### src/rtl/mux_nto1_scan.sv
// Registered N-to-1 multiplexer with a manual select mode and an automatic
// round-robin scan mode that dwells DWELL cycles on each channel.
module mux_nto1_scan #(
  parameter int unsigned WIDTH = 1,
  parameter int unsigned SEL_W = 2,
  parameter int unsigned DWELL = 4
) (
  input  logic                          clk,
  input  logic                          rst,
  input  logic                          en,
  input  logic                          mode,
  input  logic [SEL_W-1:0]              sel,
  input  logic [(2**SEL_W)*WIDTH-1:0]   din,
  output logic [WIDTH-1:0]              F,
  output logic [SEL_W-1:0]              chan,
  output logic                          wrap
);

  localparam int unsigned CH    = 2 ** SEL_W;
  localparam int unsigned CNT_W = (DWELL > 1) ? $clog2(DWELL) : 1;

  localparam logic [CNT_W-1:0] CntLast = CNT_W'(DWELL - 1);
  localparam logic [SEL_W-1:0] PtrLast = SEL_W'(CH - 1);

  logic [WIDTH-1:0] f_q, f_d;
  logic [SEL_W-1:0] chan_q, chan_d;
  logic             wrap_q, wrap_d;
  logic [SEL_W-1:0] ptr_q, ptr_d;
  logic [CNT_W-1:0] cnt_q, cnt_d;
  logic [SEL_W-1:0] src;

  // Next-state: manual mode reloads the scan pointer so a later scan starts at sel with a full dwell.
  always_comb begin
    f_d    = f_q;
    chan_d = chan_q;
    ptr_d  = ptr_q;
    cnt_d  = cnt_q;
    wrap_d = 1'b0;
    src    = mode ? ptr_q : sel;
    if (en) begin
      f_d    = din[src*WIDTH +: WIDTH];
      chan_d = src;
      if (!mode) begin
        ptr_d = sel;
        cnt_d = '0;
      end else if (cnt_q == CntLast) begin
        cnt_d  = '0;
        ptr_d  = ptr_q + SEL_W'(1);
        wrap_d = (ptr_q == PtrLast);
      end else begin
        cnt_d = cnt_q + CNT_W'(1);
      end
    end
  end

  // State register with asynchronous active-high reset.
  always_ff @(posedge clk or posedge rst) begin
    if (rst) begin
      f_q    <= '0;
      chan_q <= '0;
      wrap_q <= 1'b0;
      ptr_q  <= '0;
      cnt_q  <= '0;
    end else begin
      f_q    <= f_d;
      chan_q <= chan_d;
      wrap_q <= wrap_d;
      ptr_q  <= ptr_d;
      cnt_q  <= cnt_d;
    end
  end

  assign F    = f_q;
  assign chan = chan_q;
  assign wrap = wrap_q;

endmodule

### config.mk
export PLATFORM = sky130hd
export DESIGN_NAME = mux_nto1_scan
export DESIGN_NICKNAME = d
export VERILOG_FILES = /design/src/rtl/mux_nto1_scan.sv
export SDC_FILE = /design/constraint.sdc
export NUM_CORES = 1
export LEC_CHECK = 0
export CAP_MARGIN = 20
export CORE_AREA = 2 2 39 41
export CTS_CLUSTER_DIAMETER = 50
export CTS_CLUSTER_SIZE = 20
export DETAILED_ROUTE_END_ITERATION = 6
export DIE_AREA = 0 0 41 43
export GPL_ROUTABILITY_DRIVEN = 1
export GPL_TIMING_DRIVEN = 0
export HOLD_SLACK_MARGIN = 0.1
export PLACE_DENSITY_LB_ADDON = 0.08
export SYNTH_ARGS = -nofsm -noshare
export SYNTH_HDL_FRONTEND = slang
export SYNTH_SLANG_ARGS = --single-unit
### constraint.sdc
create_clock -name clk -period 2.3 [get_ports clk]
set_input_delay 0.575 -clock clk [delete_from_list [all_inputs] [get_ports clk]]
set_output_delay 0.575 -clock clk [all_outputs]
set_load 0.03 [all_outputs]
Word level (Yosys, flattened, before mapping):

Index checks and enable logic that the tools add are counted.
Widths: inputs -> output; s select.

* reduce and logical (&&, ||, !) cells: 1
* eq/ne operators: 3
* muxes and demuxes: 8
* $add $sub $neg: 2
* shifts and indexed selects: 1

Operators by type and width (count)
* $mux 2: 5
* $add 2x1->2 const B: 2
* $eq 2x2->1 const B: 2
* $shiftx 4x3->1: 1
* $mux 1: 3
* $ne 2x1->1 const B: 1
* $reduce_and 2->1: 1

* register bits: 8
* word-level logic and storage cells: 20
* output and inout bits: 4
* bits of input ports: 10

Longest topological paths before layout:

* depth after elaboration: 4
* mapped depth: 4
* mapped depth without buffers: 4

Worst setup path after synthesis:

OpenSTA, ideal clock, no wires.

* kind: in2reg
* start point: in mode
* end point: reg f_q (netlist: F)
* cell stages on the path: 4
* slack: 1.038 ns
* arrival: 1.135 ns
* path buffers: 1
* library setup time: 0.127 ns
* required time: 2.173 ns
* cell sequence: buf_6 > mux2i_1 > a22o_1 > a31oi_1

* longest elaborated chain between the ends: 2

RTL lines
* from (decl): RTL line 11 `input logic mode,`
* $mux 2: RTL line 39 `src = mode ? ptr_q : sel;`
* $shiftx 4x3->1: RTL line 41 `f_d = din[src*WIDTH +: WIDTH];`
* to (signal assigned): RTL line 59 `f_q <= '0;`
* to (signal assigned): RTL line 65 `f_q <= f_d;`
* to (decl): RTL line 25 `logic [WIDTH-1:0] f_q, f_d;`

Every way passes these cells.
A chain may end at the register's enable or synchronous reset.

Worst setup path in the final report:

* start point: reg f_q (netlist: F)
* end point: out F

RTL lines
* to (decl): RTL line 14 `output logic [WIDTH-1:0] F,`

No word-level cell between the ends.

==> out/results.tsv <==
stage	metric	value	unit
sta	drv_slew	0	
pwr	totalPowerFinal	415	µW
yosys	synth_seq_cells	8	
drt	wl	943	µm
yosys	synth-edff-count	0	
global_route	grt_max_degree	11	
clocking	clock-sinks	8	
sta	period_share	0.803	
outcome	status	complete, no violations	
global_route	antenna_found_initial	0	
drt	dr.pass1.iters	4	
placed_design	dpl.cell_count	78	
yosys	synth_top_cell_area_share	0.453	
setup_path	worstPathRequired	1.73	ns
clocking	numCtsBuffers	3	
finish	n_fill_cell	157	
sta	finalCriticalPeriod	1.85	ns
global_route	grt_pass1_vias	387	
setup_path	cp-end-kind	output port	
clocking	clkLatencyLatePin	0.27	ns
setup_path	worst-path-buf-inv	1	
setup_path	worstPathArrival	1.27	ns
global_route	overflow	0	
clocking	cts_tree	yes	
pwr	power_density	675	nW/µm²
placed_design	io_buffers	13	
drt	via_count	400	
finish	utilization	0.444	
die	rows	14	
yosys	synth_cell_types	20	
clocking	clock_path_buffers	2	
yosys	netlist_area	442	µm²
pwr	ir_worst_vdd	0.000269	V
setup_path	crit_type	reg -> out	
clocking	cts_root_buf	clkbuf_4	
sta	worst_pin_slew	0.336	ns
setup_path	slowest_delay	0.67	ns
global_route	grt_pass1_wl	1630	µm
clocking	htreeDepth	1	
finish	drive_above_1_share	0.108	
clocking	clk_pin_slew	0.06	ns
setup_path	path_delay_family	buffers and inverters	
die	die_h	43	µm
placed_design	place_congestion	0.775	
setup_path	crit_slowest_cell	clkdlybuf4s50_1	
drt	ant_nets	0	
yosys	async_reset_ff_frac	1.00	
finish	diodes	0	
die	initial_core_util	0.319	
drt	vias_per_cell	4.94	
finish	num-nets-final	79	
sta	tns	0	ns
sta	rsz0062_at_grt	no	
sta	hold_viol_final	0	
yosys	yosysTopAreaCell	dfrtp_1	
finish	final_cell_mix	clkdlybuf4s50_1, dfrtp_1, a21oi_1, nor2_1, inv_1	
yosys	synth_cells	49	
sta	setup_viol	0	
setup_path	critPathMaxFanout	2	
sta	fmax	541	MHz
drt	routedWlPerCell	11.6	µm
finish	multi_input_area	208	µm²
die	dieWidth	41	µm
clocking	cts-resized-gates	0	
job	maxCapViolCount	0	
yosys	ys_warn_count	0	
yosys	syn_avg_cell_area	9.01	µm²
placed_design	dp_hpwl	704	µm
setup_path	cp-start-kind	flop	
yosys	synth.area.top_cells	dfrtp_1, a21oi_1, nor2_1	
finish	final_common_cell	clkdlybuf4s50_1	
yosys	yosysSeqAreaShare	0.453	
clocking	ctsHoldBuffers	0	
finish	synthToLayoutAreaGrowth	39.1	%
die	die_area	1760	µm²
clocking	post_cts_buffers	0	
finish	ff_latch_area	200	µm²
sta	max-slew-margin-rel	0.776	
die	pin_count	14	
min_path	min_path_type	reg -> reg	
finish	final_cells	81	
yosys	synthFlopType	dfrtp_1	
setup_path	path_cells	clkdlybuf4s50_1	
die	core	1380	µm²
yosys	synth_nets	61	
pwr	p_leak	0.000270	µW
drt	first_iter_violations	4	
sta	skew	0.00689	ns
drt	drc_errors	0	
sta	hold_slack	0.527	ns
global_route	grt_use_total	0.142	
cell usage after synthesis, drive strengths merged, types with 2 or more instances:
master	number
a21oi	7
nand2	2
o22ai	2
o21ai	3
dfrtp	8
ha	2
nand3	3
inv	4
nor2	7
buf	2
registers in the layout, indices dropped and copies added (netlist names):
register	cells
cnt_q	2
F	1
ptr_q	2
chan	2
wrap	1
path summary, 6_finish.rpt:
| kind | start | to | slack, ns | depth (start not counted) |
|---|---|---|---|---|
| worst max-delay path | F$_DFFE_PP0P_ | F | 0.45 | 1 |
| worst min-delay path | chan[0]$_DFFE_PP0P_ | chan[0]$_DFFE_PP0P_ | 0.53 | 2 |
| worst max register to register | cnt_q[0]$_DFFE_PP0P_ | ptr_q[1]$_DFFE_PP0P_ | 1.07 | 4 |
| worst min register to register | chan[0]$_DFFE_PP0P_ | chan[0]$_DFFE_PP0P_ | 0.53 | 2 |
| max in group asynchronous | rst | cnt_q[1]$_DFFE_PP0P_ | 1.48 | 2 |
| min in group asynchronous | rst | ptr_q[0]$_DFFE_PP0P_ | 0.56 | 2 |
stage by stage:
step | setup slack (ns) | cell area (µm²)
3_5_place_dp | 0.408 | 592
4_1_cts | 0.441 | 614
3_3_place_gp | 0.392 | 592
6_report | 0.453 | 614
2_1_floorplan | 1.04 | 442
5_1_grt | 0.400 | 614
power by group:
group	total [µW]	switching [µW]	internal, µW
Clock	118	57.2	60.3
Sequential	182	19.3	162
Combinational	116	56.9	58.7
final cells by class:
class,count,area share
clock buffers,3,0.0367
inverters,4,0.0244
multi-input cells,35,0.338
plain buffers,2,0.0305
well taps,16,0.0326
flip-flops and latches,8,0.326
repair buffers,13,0.212
layer usage:
layer / global-route usage / routed length, µm / vias to the layer above
met5: 0 / 0 / -
met3: 0.0471 / 65 / 4
met2: 0.191 / 373 / 15
met4: 0.100 / 36 / 0
met1: 0.183 / 467 / 180
li1: - / - / 201
kinds of logic after synthesis:
group / Yosys count / synth area share
compound gates: 14 / 0.176
fa+ha+maj: 2 / 0.0566
buf+inv: 6 / 0.0765
flops: 8 / 0.453
mux: 2 / 0.0482
simple gates: 17 / 0.190
Note: power is estimated with default switching activity, not from simulation.
==> edit (config.mk and constraints unchanged) <==
Change the parameter `SEL_W` from 2 to 3.
--- a/src/rtl/mux_nto1_scan.sv
+++ b/src/rtl/mux_nto1_scan.sv
@@ -2,7 +2,7 @@
 // round-robin scan mode that dwells DWELL cycles on each channel.
 module mux_nto1_scan #(
   parameter int unsigned WIDTH = 1,
-  parameter int unsigned SEL_W = 2,
+  parameter int unsigned SEL_W = 3,
   parameter int unsigned DWELL = 4
 ) (
   input  logic                          clk,
Ports: changed (resized chan, din and sel); port bits go from 14 to 20. No check against the original RTL was run, so the function may have changed too.
==> edit against the original RTL <==
Sequential cell count grew 2; sequential power grew 20%; count of clock-buffer cells in the layout grew 1; synthesized area grew 25%; setup slack lost 0.16 ns; final area grew 30%; wire length grew 8.3%; sequential share of layout area shrank 1.3 points; power grew 26%; global-route usage grew 0.13 points; critical path type is now input pin to register; critical endpoint is now F.
==> edit: results (changes against the original RTL) <==
The flow ran to the end, and the final reports show no timing, DRC or antenna violations. The clock transition at the registers of the reported paths is 0.07 ns. For the number of DRC markers after the initial detailed-route iteration, the log shows 5 (+1). The tools report the first-pass GRT wire length as 1.683 mm (+3.4%).

The number of synthesis warnings was 0 (unchanged). The count of input and output buffers was 19 (+6). The worst slew slack as a fraction of its limit came out at 73.94% (-3.7 points). The instance count along the most critical hold path came out at 1 (-1). The commonest cells after synthesis are sky130_fd_sc_hd__dfrtp_1, sky130_fd_sc_hd__inv_1, sky130_fd_sc_hd__nand3_1, sky130_fd_sc_hd__nor2_1, sky130_fd_sc_hd__o21ai_0. The synthesized netlist net count came out at 69 (+13%). The critical path's largest stage delay came out at 0.53 ns (-0.14 ns). The final weighted congestion in routability-driven placement is 0.7350 (-5.1%), and the overall overflow remaining after global route is 0 (unchanged).

The maximum clock path buffer count was 2 (unchanged). The tools report the fill cell total of the finished layout as 125 (-20%). The deepest level of the CTS H-tree came out at 1 (unchanged). The number of global-route vias before repair is 422 (+9.0%). The number of distinct library cells after synthesis came out at 19 (-5.0%). The leakage power figure was 0.3664 nW (+36%); the synthesized area per cell was 10.84 sq um (+20%). The portion of the post-synthesis area used by sequential elements was 45.25% (-0.077 points). The worst clock skew on the final layout came out at 0.003881 ns (-0.003010 ns). Placement-stage worst setup slack: 0.02338 ns (-0.3841 ns). The first-pass detailed-route iteration total came out at 4 (unchanged). The run gives 2.14 ns (+0.87 ns) as the arrival time of data at the critical path endpoint.

The combined global-route utilization of all metal layers was 14.36% (+0.13 points); the xor-xnor portion of the synthesized cell area was 0% (unchanged). Ranked by total cell area, the synthesized netlist is headed by sky130_fd_sc_hd__dfrtp_1, sky130_fd_sc_hd__mux4_1, sky130_fd_sc_hd__ha_1. The tools report the number of cells after detailed placement as 86 (+10%). The total cell area at the placement stage came out at 763.2 sq um (+29%). For the worst supply voltage drop on vdd, the log shows 0.2806 mV (+4.2%).

The number of antenna repair diodes was 0 (unchanged); the proportion of layout cells with a drive suffix above 1 was 8.108% (-2.7 points). The run gives 90 (+11%) as the filler-free cell count of the finished design. The post-synthesis adder-cell area fraction is 6.787% (+1.1 points). Among all stages on the critical path, the largest delay is contributed by sky130_fd_sc_hd__clkdlybuf4s50_1. The share of cell area taken by muxes after synthesis came out at 19.68% (+15 points). Per-cell routed wire length: 11.34 um (-2.6%). The maximum fanout along the worst path is 10 (+8).

The post-synthesis compound-gate area fraction works out to 13.12% (-4.4 points). The HPWL after detailed placement is 797.6 um (+13%). For the total via count after detailed routing, the log shows 435 (+8.8%). The run gives 93 (+18%) as the count of nets after finishing.
==> edit: cells by family after synthesis <==
family                   after synthesis
AO/OA/AOI/OAI                         12
multiplexers                           7
flip-flops                            10
buffers and inverters                  8
AND/OR/NAND/NOR                       11
adder cells (fa/ha/maj)                3
==> edit: final cells by class <==
cell class / instances / area, sq um / share of cell area, %
buffer: 2 / 12.51 / 1.565
clock buffer: 4 / 36.28 / 4.538
inverter: 6 / 22.52 / 2.817
multi-input combinational: 33 / 267.8 / 33.49
sequential: 10 / 250.2 / 31.30
tap: 16 / 20.02 / 2.504
timing repair buffer: 19 / 190.2 / 23.79
==> edit: per-layer routing <==
layer	vias up	wire [um]	track usage, %
met3	2	64	3.141
li1	229	-	-
met2	15	461	19.69
met1	189	475	19.19
met4	0	19	10.00
met5	-	0	0
==> edit: worst paths after layout <==
path	slack (ns)	startpoint	end
min in group asynchronous	0.59	rst	cnt_q[1]
max reg2reg	0.80	ptr_q[2]	F
min	0.50	cnt_q[0]	cnt_q[0]
max	0.29	mode	F
max in group asynchronous	1.43	rst	ptr_q[2]
min reg2reg	0.50	cnt_q[0]	cnt_q[0]
==> edit: worst reg2reg max path: stages, from the launching register on <==
cell and delay [ns]:
sky130_fd_sc_hd__dfrtp_1 0.40, sky130_fd_sc_hd__mux2_4 0.29, sky130_fd_sc_hd__mux4_1 0.45, sky130_fd_sc_hd__mux2i_1 0.15, sky130_fd_sc_hd__a21oi_1 0.08
==> edit: power breakdown <==
| part | total [mW] | leakage [nW] | internal [mW] | switching [mW] |
|---|---|---|---|---|
| Combinational | 0.149 | 0.224 | 0.0800 | 0.0687 |
| Sequential | 0.218 | 0.121 | 0.201 | 0.0173 |
| Clock | 0.157 | 0.0210 | 0.0961 | 0.0605 |
| Total | 0.523 | 0.366 | 0.377 | 0.146 |
